`src/rtl/pkt_spi_sequencer_pkg.sv`:
```
// Shared definitions for the RX packet readout sequencer: FSM encoding and
// default sizing of packet, byte index, frame timeout and CS synchroniser.
package pkt_spi_sequencer_pkg;

    typedef enum logic [2:0] {
        ST_IDLE    = 3'd0,
        ST_CAPTURE = 3'd1,
        ST_LOAD    = 3'd2,
        ST_ARM     = 3'd3,
        ST_XFER    = 3'd4
    } state_t;

    localparam int PKT_NBYTES      = 8;
    localparam int PKT_IDX_W       = 3;
    localparam int DEF_TO_CYCLES   = 4096;
    localparam int DEF_SYNC_STAGES = 2;

    // Width of a counter that must hold 0 .. n-1 (at least one bit).
    function automatic int cnt_width(input int n);
        return (n > 1) ? $clog2(n) : 1;
    endfunction

endpackage

```
`src/rtl/pkt_spi_sequencer_if.sv`:
```
// Control/status bundle between the RX packet path, the SPI slave and the
// readout sequencer; the sequencer takes the master view.
interface pkt_spi_sequencer_if
    import pkt_spi_sequencer_pkg::*;
#(
    parameter int IDX_W = PKT_IDX_W
);
    logic             rx_mode;
    logic             pkt_rec;
    logic             cs_n;
    logic             ovr_clr;
    logic             pkt_ld;
    logic             pkt_rst;
    logic             spi_ld;
    logic [IDX_W-1:0] byte_sel;
    logic             busy;
    logic             done;
    logic             timeout;
    logic             overrun;

    modport master (
        input  rx_mode, pkt_rec, cs_n, ovr_clr,
        output pkt_ld, pkt_rst, spi_ld, byte_sel, busy, done, timeout, overrun
    );

    modport slave (
        output rx_mode, pkt_rec, cs_n, ovr_clr,
        input  pkt_ld, pkt_rst, spi_ld, byte_sel, busy, done, timeout, overrun
    );
endinterface

```
`src/rtl/pkt_spi_sequencer_cs_sync.sv`:
```
// Brings the asynchronous SPI chip select into the clk domain and derives
// single-cycle fall/rise strobes from the synchronised level.
module pkt_spi_sequencer_cs_sync
    import pkt_spi_sequencer_pkg::*;
#(
    parameter int SYNC_STAGES = DEF_SYNC_STAGES
) (
    input  logic clk,
    input  logic rst,
    input  logic cs_n,
    output logic cs_s,
    output logic cs_fall,
    output logic cs_rise
);

    logic [SYNC_STAGES-1:0] sync_r;
    logic                   cs_q_r;

    // Synchroniser chain and edge-detect flop; idle CS level is high.
    always_ff @(posedge clk or posedge rst) begin
        if (rst) begin
            sync_r <= {SYNC_STAGES{1'b1}};
            cs_q_r <= 1'b1;
        end else begin
            sync_r <= {sync_r[SYNC_STAGES-2:0], cs_n};
            cs_q_r <= sync_r[SYNC_STAGES-1];
        end
    end

    assign cs_s    = sync_r[SYNC_STAGES-1];
    assign cs_fall = cs_q_r & ~cs_s;
    assign cs_rise = ~cs_q_r & cs_s;

endmodule

```
`src/rtl/pkt_spi_sequencer.sv`:
```
// RX readout sequencer: on a new packet, captures it, then presents one byte
// per SPI CS frame with per-frame timeout and overrun detection.
module pkt_spi_sequencer
    import pkt_spi_sequencer_pkg::*;
#(
    parameter int NBYTES      = PKT_NBYTES,
    parameter int IDX_W       = PKT_IDX_W,
    parameter int TO_CYCLES   = DEF_TO_CYCLES,
    parameter int SYNC_STAGES = DEF_SYNC_STAGES
) (
    input logic                 clk,
    input logic                 rst,
    pkt_spi_sequencer_if.master bus
);

    localparam int               TCNT_W   = cnt_width(TO_CYCLES);
    localparam logic [TCNT_W-1:0] TO_LAST  = TCNT_W'(TO_CYCLES - 1);
    localparam logic [IDX_W-1:0]  IDX_LAST = IDX_W'(NBYTES - 1);
    localparam logic [IDX_W-1:0]  IDX_ZERO = {IDX_W{1'b0}};

    state_t            state_r;
    logic              pkt_rec_q_r;
    logic [TCNT_W-1:0] tcnt_r;
    logic [IDX_W-1:0]  byte_sel_r;
    logic              pkt_ld_r;
    logic              pkt_rst_r;
    logic              spi_ld_r;
    logic              busy_r;
    logic              done_r;
    logic              timeout_r;
    logic              overrun_r;

    logic              pkt_rise_s;
    logic              cs_lvl_s;
    logic              cs_fall_s;
    logic              cs_rise_s;

    pkt_spi_sequencer_cs_sync #(
        .SYNC_STAGES (SYNC_STAGES)
    ) u_cs_sync (
        .clk     (clk),
        .rst     (rst),
        .cs_n    (bus.cs_n),
        .cs_s    (cs_lvl_s),
        .cs_fall (cs_fall_s),
        .cs_rise (cs_rise_s)
    );

    assign pkt_rise_s = bus.pkt_rec & ~pkt_rec_q_r;

    // Sequencer FSM with byte index, frame timeout, overrun flag and registered pulses.
    always_ff @(posedge clk or posedge rst) begin
        if (rst) begin
            state_r     <= ST_IDLE;
            pkt_rec_q_r <= 1'b0;
            tcnt_r      <= {TCNT_W{1'b0}};
            byte_sel_r  <= IDX_ZERO;
            pkt_ld_r    <= 1'b0;
            pkt_rst_r   <= 1'b0;
            spi_ld_r    <= 1'b0;
            busy_r      <= 1'b0;
            done_r      <= 1'b0;
            timeout_r   <= 1'b0;
            overrun_r   <= 1'b0;
        end else begin
            pkt_rec_q_r <= bus.pkt_rec;
            pkt_ld_r    <= 1'b0;
            pkt_rst_r   <= 1'b0;
            spi_ld_r    <= 1'b0;
            done_r      <= 1'b0;
            timeout_r   <= 1'b0;

            // A packet edge while still busy is dropped; setting beats clearing.
            if (pkt_rise_s && (state_r != ST_IDLE)) begin
                overrun_r <= 1'b1;
            end else if (bus.ovr_clr) begin
                overrun_r <= 1'b0;
            end

            if (!bus.rx_mode) begin
                state_r    <= ST_IDLE;
                byte_sel_r <= IDX_ZERO;
                busy_r     <= 1'b0;
            end else begin
                case (state_r)
                    ST_IDLE: begin
                        if (pkt_rise_s) begin
                            state_r <= ST_CAPTURE;
                            busy_r  <= 1'b1;
                        end
                    end
                    ST_CAPTURE: begin
                        pkt_ld_r   <= 1'b1;
                        byte_sel_r <= IDX_ZERO;
                        state_r    <= ST_LOAD;
                    end
                    ST_LOAD: begin
                        spi_ld_r  <= 1'b1;
                        pkt_rst_r <= (byte_sel_r == IDX_ZERO);
                        tcnt_r    <= {TCNT_W{1'b0}};
                        state_r   <= ST_ARM;
                    end
                    ST_ARM: begin
                        if (cs_fall_s && !cs_lvl_s) begin
                            tcnt_r  <= {TCNT_W{1'b0}};
                            state_r <= ST_XFER;
                        end else if (tcnt_r == TO_LAST) begin
                            timeout_r  <= 1'b1;
                            byte_sel_r <= IDX_ZERO;
                            busy_r     <= 1'b0;
                            state_r    <= ST_IDLE;
                        end else begin
                            tcnt_r <= tcnt_r + TCNT_W'(1);
                        end
                    end
                    ST_XFER: begin
                        // Frame completion is checked first so a late final rise still reports done.
                        if (cs_rise_s) begin
                            if (byte_sel_r == IDX_LAST) begin
                                done_r     <= 1'b1;
                                byte_sel_r <= IDX_ZERO;
                                busy_r     <= 1'b0;
                                state_r    <= ST_IDLE;
                            end else begin
                                byte_sel_r <= byte_sel_r + IDX_W'(1);
                                state_r    <= ST_LOAD;
                            end
                        end else if (tcnt_r == TO_LAST) begin
                            timeout_r  <= 1'b1;
                            byte_sel_r <= IDX_ZERO;
                            busy_r     <= 1'b0;
                            state_r    <= ST_IDLE;
                        end else begin
                            tcnt_r <= tcnt_r + TCNT_W'(1);
                        end
                    end
                    default: begin
                        byte_sel_r <= IDX_ZERO;
                        busy_r     <= 1'b0;
                        state_r    <= ST_IDLE;
                    end
                endcase
            end
        end
    end

    assign bus.pkt_ld   = pkt_ld_r;
    assign bus.pkt_rst  = pkt_rst_r;
    assign bus.spi_ld   = spi_ld_r;
    assign bus.byte_sel = byte_sel_r;
    assign bus.busy     = busy_r;
    assign bus.done     = done_r;
    assign bus.timeout  = timeout_r;
    assign bus.overrun  = overrun_r;

endmodule
```
`src/flat_wrapper.sv`:
```
// flat-port wrapper written by rule: the top's interface ports become plain ports
module pkt_spi_sequencer_flat import pkt_spi_sequencer_pkg::*;
#(
    parameter int NBYTES      = PKT_NBYTES,
    parameter int IDX_W       = PKT_IDX_W,
    parameter int TO_CYCLES   = DEF_TO_CYCLES,
    parameter int SYNC_STAGES = DEF_SYNC_STAGES
)
  (clk, rst, bus_rx_mode, bus_pkt_rec, bus_cs_n, bus_ovr_clr, bus_pkt_ld, bus_pkt_rst, bus_spi_ld, bus_byte_sel, bus_busy, bus_done, bus_timeout, bus_overrun);
  pkt_spi_sequencer_if #(.IDX_W(IDX_W)) bus_i ();
  input logic clk;
  input logic rst;
  input wire logic [$bits(bus_i.rx_mode)-1:0] bus_rx_mode;
  input wire logic [$bits(bus_i.pkt_rec)-1:0] bus_pkt_rec;
  input wire logic [$bits(bus_i.cs_n)-1:0] bus_cs_n;
  input wire logic [$bits(bus_i.ovr_clr)-1:0] bus_ovr_clr;
  output wire logic [$bits(bus_i.pkt_ld)-1:0] bus_pkt_ld;
  output wire logic [$bits(bus_i.pkt_rst)-1:0] bus_pkt_rst;
  output wire logic [$bits(bus_i.spi_ld)-1:0] bus_spi_ld;
  output wire logic [$bits(bus_i.byte_sel)-1:0] bus_byte_sel;
  output wire logic [$bits(bus_i.busy)-1:0] bus_busy;
  output wire logic [$bits(bus_i.done)-1:0] bus_done;
  output wire logic [$bits(bus_i.timeout)-1:0] bus_timeout;
  output wire logic [$bits(bus_i.overrun)-1:0] bus_overrun;
  assign bus_i.rx_mode = bus_rx_mode;
  assign bus_i.pkt_rec = bus_pkt_rec;
  assign bus_i.cs_n = bus_cs_n;
  assign bus_i.ovr_clr = bus_ovr_clr;
  assign bus_pkt_ld = bus_i.pkt_ld;
  assign bus_pkt_rst = bus_i.pkt_rst;
  assign bus_spi_ld = bus_i.spi_ld;
  assign bus_byte_sel = bus_i.byte_sel;
  assign bus_busy = bus_i.busy;
  assign bus_done = bus_i.done;
  assign bus_timeout = bus_i.timeout;
  assign bus_overrun = bus_i.overrun;
  pkt_spi_sequencer #(.NBYTES(NBYTES), .IDX_W(IDX_W), .TO_CYCLES(TO_CYCLES), .SYNC_STAGES(SYNC_STAGES)) u_core (.clk(clk), .rst(rst), .bus(bus_i));
endmodule
```
`config.mk`:
```
export PLATFORM = sky130hd
export DESIGN_NAME = pkt_spi_sequencer_flat
export DESIGN_NICKNAME = d
export VERILOG_FILES = /design/src/rtl/pkt_spi_sequencer_pkg.sv /design/src/rtl/pkt_spi_sequencer_if.sv /design/src/rtl/pkt_spi_sequencer_cs_sync.sv /design/src/rtl/pkt_spi_sequencer.sv /design/src/flat_wrapper.sv
export SDC_FILE = /design/constraint.sdc
export NUM_CORES = 1
export LEC_CHECK = 0
export ABC_AREA = 1
export CORE_MARGIN = 8
export CORE_UTILIZATION = 50
export CTS_CLUSTER_DIAMETER = 120
export CTS_CLUSTER_SIZE = 12
export DETAILED_ROUTE_END_ITERATION = 10
export GPL_TIMING_DRIVEN = 1
export HOLD_SLACK_MARGIN = 0.08
export PLACE_DENSITY = 0.71
export RECOVER_POWER = 25
export SETUP_SLACK_MARGIN = 0.15
export SYNTH_ARGS = -nofsm -noshare
export SYNTH_HDL_FRONTEND = slang
export SYNTH_SLANG_ARGS = --single-unit
```
`constraint.sdc`:
```
create_clock -name clk -period 3.85 [get_ports clk]
set_input_delay 0.9625 -clock clk [delete_from_list [all_inputs] [get_ports clk]]
set_output_delay 0.9625 -clock clk [all_outputs]
set_load 0.05 [all_outputs]
```
==> impl_results.md, run 1 <==
- Crit start category: input pin
- FF-to-FF path depth: 9
- Hold Vio Cnt, Final: 0
- GRT Total Usage: 0.141
- Worst path depth: 6
- Worst R2R Setup Slack: 2.04 ns
- GRT busiest layer: met2
- Vias in the first global route: about 1300
- Clock power frac: 0.252
- Sequential area share after synthesis: 0.454
- Warnings, synthesis: 0
- Setup TNS: 0 ns
- Wire length of the first global-routing pass: about 5.9 mm
- Reg2reg end: u_core.tcnt_r[2]
- Met1 Use GR: 0.170
- Worst setup startpoint: bus_rx_mode
- Comb pwr share: 0.216
- Tmin final: 2.54 ns
- Worst hold path class: reg2reg
- Commonest cells in the netlist: nand2_1, dfrtp_1, nor2_1, inv_1, nand3_1
- Switching Fraction: 0.325
- Max-slew headroom: 0.280
- Post-synth EDFFs: 0
- Site row count: 20
- Total Wirelength: around 3.3 mm
- Synth-to-Final Area Change: 14.3%
- Cell mode on critical path: nand3_1
- RR Startpoint: u_core.tcnt_r[0]
- Port bufs: 15
- Vias/cell: around 5.0
- Crit path DAT: about 2.8 ns
- Clock Skew: 0.00795 ns
- Worst VDD drop: around 0.23 mV
- Outcome: finished, final reports clean
- Required time of the worst setup path: between 4 and 5 ns
- Mapped Cells: 210
- Cts hold-fix bufs: 0
- Top delay family on crit path: simple AND/OR/NAND/NOR gates
- Antenna violations before repair: 0
- Gr ovfl total: 0
- Diodes inserted: 0
- RSZ-0062 raised after global routing: no
- Count leader, synth: nand2_1
- Max-cap viol count: 0
- Share of cells above drive strength 1: 0.0952
- Met2 Track Usage GR: 0.222
- Critical path, cell by cell: dlygate4sd3_1, nand3_1, nor2_2, nand3_1, nand2_1, nor2_1
- Post_cts resized: 0
- Sink Count: 29
- Critical Path End Type: flip-flop
- Pint: 0.452 mW
- GR Layer Usage met3: 0.0508
- Netlist Area Pre-Place: 1610 µm²
- DR pass1 iterations: 4
- Buffers & Inverters on Critical Path: 1
- CTS clk-pin slew, worst paths: about 0.080 ns
- CP max stage cell: dlygate4sd3_1
- # H-tree levels: 2
- Iter 0 DRT Violations: 47
- Yosys top cell area share: 0.405
- Crit Path Max Fanout: 12
- Routability cong.: 0.859
- Max Root-Sink Buffers: 2
- DP Wirelength: between 2 and 2.5 mm
- ANT nets after route: 0
- Final Setup Violations: 0
- Largest net degree at the start of global routing: 30
- Number of library cell types mapped by synthesis: 26
- Register bit total from synthesis: 29
- Total CTS buffers: 5
- Post-CTS Setup Bufs: 0
- Max incr delay on CP: 0.79 ns
- Synth area leaders: dfrtp_1, nand2_1, nand3_1, nor2_1, inv_1
- Leading area contributor after synthesis: dfrtp_1
- CTS root buffer: clkbuf_4
- Power per cell area: approximately 370 nW/µm²
- Async SR Flop Fraction: 1.00
- Chip Width: 72.7 µm
- Crit path capture: u_core.tcnt_r[2]
- Clock latency on the worst-skew pair: between 0.3 and 0.4 ns
- Placed inst area: between 1500 and 2000 µm²
- Share of power burned in registers: 0.532
- Max Clk Rate: around 0.39 GHz
- DR vias: between 1000 and 1500
- Core ar.: 3050 µm²
- Ys flop type: dfrtp_1
- DRC errors left: 0
- Routed length per instance: about 12 µm
- Starting density of the core: 0.526
- Leakage: a little over 0.9 nW
- Post-synthesis area per instance: between 7 and 8 µm²
- Tightest Pin Transition: ~1.1 ns
- Die Y: about 73 µm
- Post-synth net total: 220
- CTS tree: done
- Final Cell Area: 1830 µm²
- Critical path class: in2reg
- Post-layout net count: 240
- Pins Over Slew Limit: 0
- Part of the cycle the worst path needs: 0.660
- Die area: 5280 µm²
- I/O pin count: 16
- Sw Pwr: about 0.22 mW
[how the worst min path moves through the flow]
stage	start	endpoint	slack, ns	cells past startpoint
floorplan	u_core.u_cs_sync.sync_r[0]	u_core.u_cs_sync.sync_r[1]	0.35	0
global route	u_core.u_cs_sync.sync_r[0]	u_core.u_cs_sync.sync_r[1]	0.38	0
global placement	u_core.u_cs_sync.sync_r[0]	u_core.u_cs_sync.sync_r[1]	0.35	0
CTS	u_core.u_cs_sync.sync_r[0]	u_core.u_cs_sync.sync_r[1]	0.37	0
finish	u_core.u_cs_sync.sync_r[0]	u_core.u_cs_sync.sync_r[1]	0.37	0
detailed placement	u_core.u_cs_sync.sync_r[0]	u_core.u_cs_sync.sync_r[1]	0.35	0
[cells by family after synthesis]
family | count (synthesis) | synth area share
AO/OA/AOI/OAI | 14 | 0.0460
XOR/XNOR | 3 | 0.0164
adder cells (fa/ha/maj) | 4 | 0.0312
buffers and inverters | 28 | 0.0701
flip-flops | 29 | 0.454
AND/OR/NAND/NOR | 132 | 0.382
[metal layers]
metal	vias to the layer above	share of wire
li1	703	-
met1	646	0.46
met2	23	0.47
met3	6	0.056
met4	0	0.016
met5	-	0
[cells in the final DEF, fill, tap and decap left out, types with 3 or more instances in the layout]
cell             instances
nand2_1                 63
o21ai_0                  3
dfrtp_1                 26
inv_1                   24
nor2_1                  26
nand3_1                 22
clkbuf_4                 5
clkdlybuf4s50_1         11
dlygate4sd3_1            4
nor3_1                   4
nor2_2                   4
ha_1                     4
a21oi_1                  5
xor2_1                   3
o21ai_1                  3
nand2_2                  3
nand4_1                  3
[per-stage QoR]
| step | utilization | setup slack (ns) | cells | hold slack, ns | power (mW) |
|---|---|---|---|---|---|
| 2_1_floorplan | - | 2.20 | 210 | 0.345 | 0.468 |
| 3_3_place_gp | 0.588 | 1.25 | 267 | 0.350 | 0.506 |
| 3_5_place_dp | 0.588 | 1.22 | 267 | 0.347 | 0.510 |
| 4_1_cts | 0.605 | 1.31 | 275 | 0.366 | 0.681 |
| 5_1_grt | 0.601 | 1.14 | 275 | 0.375 | 0.714 |
| 6_report | 0.601 | 1.31 | 275 | 0.368 | 0.670 |
[flip-flops by register name, summed over array words and instances (netlist names)]
signal and flops:
u_core.tcnt_r 12, u_core.bus.byte_sel 3, u_core.state_r 3, u_core.u_cs_sync.sync_r 2
u_core.bus.busy 1, u_core.bus.done 1, u_core.bus.overrun 1, u_core.bus.pkt_ld 1
u_core.bus.pkt_rst 1, u_core.bus.spi_ld 1, u_core.bus.timeout 1, u_core.pkt_rec_q_r 1
u_core.u_cs_sync.cs_q_r 1
[power by group through the flow]
stage / registers [mW] / clock network [mW] / logic (mW)
global route: 0.361 / 0.188 / 0.164
global placement: 0.361 / 0 / 0.145
CTS: 0.356 / 0.176 / 0.149
finish: 0.356 / 0.169 / 0.145
detailed placement: 0.363 / 0 / 0.147
floorplan: 0.381 / 0 / 0.0873
[layout make-up]
cell class,instances,area [µm²]
clock inverter,2,10.0
sequential,29,729
inverter,26,97.6
fill,303,1220
tap,44,55.1
clock buffer,6,41.3
multi-input combinational,153,751
timing repair buffer,15,150
No activity file was read; power rests on OpenSTA's default activity.
==> run 2: changes to the inputs <==
==> constraint.sdc (replaced) <==
create_clock -name clk -period 2.5 [get_ports clk]
set_input_delay 0.625 -clock clk [delete_from_list [all_inputs] [get_ports clk]]
set_output_delay 0.625 -clock clk [all_outputs]
set_load 0.05 [all_outputs]
==> run 2 against run 1 <==
Effect of this change: sequential cell count did not move; largest power group unchanged; cell count rose by 0.73%; non-clock buffer count is 2 higher; critical path type is now reg2out; total power rose by 61%; worst setup slack got worse by 1.0 ns; count of clock-buffer cells in the layout rose by 2; first-iteration DRC count grew 30%; clock power increased by 73%; register-to-register slack worse by 1.4 ns; critical path depth decreased by 5.
==> impl_results.md, run 2 (synthesized netlist as in run 1, its figures left out) <==
- Outcome: finished, final reports clean
- Pins Over Slew Limit: 0
- Post_cts resized: 0
- Fill count: a little under 300
- Vias/cell: around 5.1
- Max Root-Sink Buffers: 2
- Max incr delay on CP: between 0.8 and 0.9 ns
- Max-slew headroom: 0.666
- RSZ-0062 raised after global routing: no
- Crit Path Max Fanout: 4
- Total Wirelength: 3.41 mm
- Post-layout net count: approximately 240
- Hold-critical path depth: 0
- Total CTS buffers: 5
- CTS tree: done
- Final hold slack: 0.360 ns
- Post-CTS Setup Bufs: 0
- Routed length per instance: 12.3 µm
- Hold path startpoint: u_core.u_cs_sync.sync_r[0]
- RR Startpoint: u_core.tcnt_r[0]
- Most common cell after layout, fill and taps aside: nand2_1
- GRT Total Usage: 0.143
- Setup TNS: 0 ns
- Worst Hold Path EP: u_core.u_cs_sync.sync_r[1]
- FF-to-FF path depth: 9
- Power Total: 1.08 mW
- Cts hold-fix bufs: 0
- Top delay family on crit path: buffers and inverters
- Wire length of the first global-routing pass: roughly 6 mm
- DP Wirelength: 2.63 mm
- Diodes inserted: 0
- Reg2reg end: u_core.tcnt_r[2]
- Die Y: a little over 70 µm
- Largest net degree at the start of global routing: 30
- Largest Register: u_core.tcnt_r
- Placed insts: around 270
- Routability cong.: 0.868
- Crit start category: flip-flop
- Final Instance Count excl. Fillers: between 200 and 300
- Crit path DAT: between 1.5 and 2 ns
- Final Cell Area: approximately 1900 µm²
- Max-cap viol count: 0
- Clock latency on the worst-skew pair: 0.33 ns
- Core ar.: approximately 3100 µm²
- Power per cell area: about 580 nW/µm²
- Critical path class: reg2out
- ANT nets after route: 0
- Tightest Pin Transition: roughly 0.50 ns
- Critical path, cell by cell: clkdlybuf4s50_1
- Part of the cycle the worst path needs: 0.880
- CTS clk-pin slew, worst paths: around 0.10 ns
- Sink Count: 29
- Starting density of the core: 0.526
- Iter 0 DRT Violations: 61
- Buffers & Inverters on Critical Path: 1
- Chip Width: between 70 and 80 µm
- Port bufs: 15
- Worst VDD drop: about 0.36 mV
- Gr ovfl total: 0
- Clock Skew: ~0.017 ns
- Hold Vio Cnt, Final: 0
- Synth-to-Final Area Change: 16.4%
- # H-tree levels: 2
- Leakage: just over 0.9 nW
- Critical Path End Type: output port
- Vias in the first global route: ~1400
- CTS root buffer: clkbuf_4
- Worst R2R Setup Slack: 0.65 ns
- DRC errors left: 0
- Max reg flops: 12
- Antenna violations before repair: 0
- Tmin final: 2.20 ns
- Max Clk Rate: between 0.4 and 0.5 GHz
- Placed inst area: ~1800 µm²
- Share of cells above drive strength 1: 0.107
- CP max stage cell: clkdlybuf4s50_1
- DR pass1 iterations: 4
- Site row count: 20
- DR vias: 1422
- Worst hold path class: reg2reg
- Die area: approximately 5300 µm²
- Final Setup Violations: 0
- Required time of the worst setup path: around 1.9 ns
- Most frequent cells in the layout: nand2_1, nor2_1, dfrtp_1
- I/O pin count: 16
run 2: changes by cell type in the layout (fill, tap and decap cells not counted):
| cell | delta |
|---|---|
| buf_4 | +2 |
| clkinv_2 | -2 |
| clkbuf_1 | +1 |
| clkbuf_8 | +1 |
| clkdlybuf4s50_1 | +1 |
| dfstp_1 | -1 |
| dfstp_2 | +1 |
| dlygate4sd3_1 | -1 |
| nand3_1 | -1 |
| nand3_4 | +1 |
run 2: cell type report:
class | count | area [µm²] | area share
Inverter | 26 | 97.6 | 0.0522
Sequential cell | 29 | 729 | 0.390
Clock buffer | 8 | 58.8 | 0.0315
Timing Repair Buffer | 17 | 165 | 0.0884
Tap cell | 44 | 55.1 | 0.0295
Multi-Input combinational cell | 153 | 763 | 0.408
run 2: per-stage QoR:
step / setup slack, ns / util
6_report: 0.301 / 0.612
5_1_grt: 0.257 / 0.612
4_1_cts: 0.289 / 0.612
3_5_place_dp: 0.443 / 0.593
3_3_place_gp: 0.503 / 0.593
2_1_floorplan: 0.975 / -
run 2: worst max path at each step:
stage,start,endpoint,slack (ns),depth (start not counted)
detailed placement,bus_rx_mode,u_core.tcnt_r[2],0.44,6
CTS,u_core.bus.byte_sel[2],bus_byte_sel[2],0.29,1
floorplan,u_core.bus.byte_sel[0],u_core.bus.busy,0.97,8
global route,u_core.bus.byte_sel[0],bus_byte_sel[0],0.26,1
finish,u_core.bus.byte_sel[2],bus_byte_sel[2],0.30,1
global placement,bus_rx_mode,u_core.tcnt_r[1],0.50,6
run 2: per-layer routing:
| layer | global-route usage | share of wire | vias to the layer above |
|---|---|---|---|
| met2 | 0.236 | 0.49 | 31 |
| met5 | 0 | 0 | - |
| met3 | 0.0508 | 0.053 | 7 |
| met1 | 0.163 | 0.44 | 675 |
| li1 | - | - | 709 |
| met4 | 0.0622 | 0.018 | 0 |
run 2: power by group:
part | switching [mW] | internal [mW] | total (mW)
Sequential | 0.0389 | 0.513 | 0.552
Clock | 0.154 | 0.138 | 0.293
Combinational | 0.151 | 0.0803 | 0.231
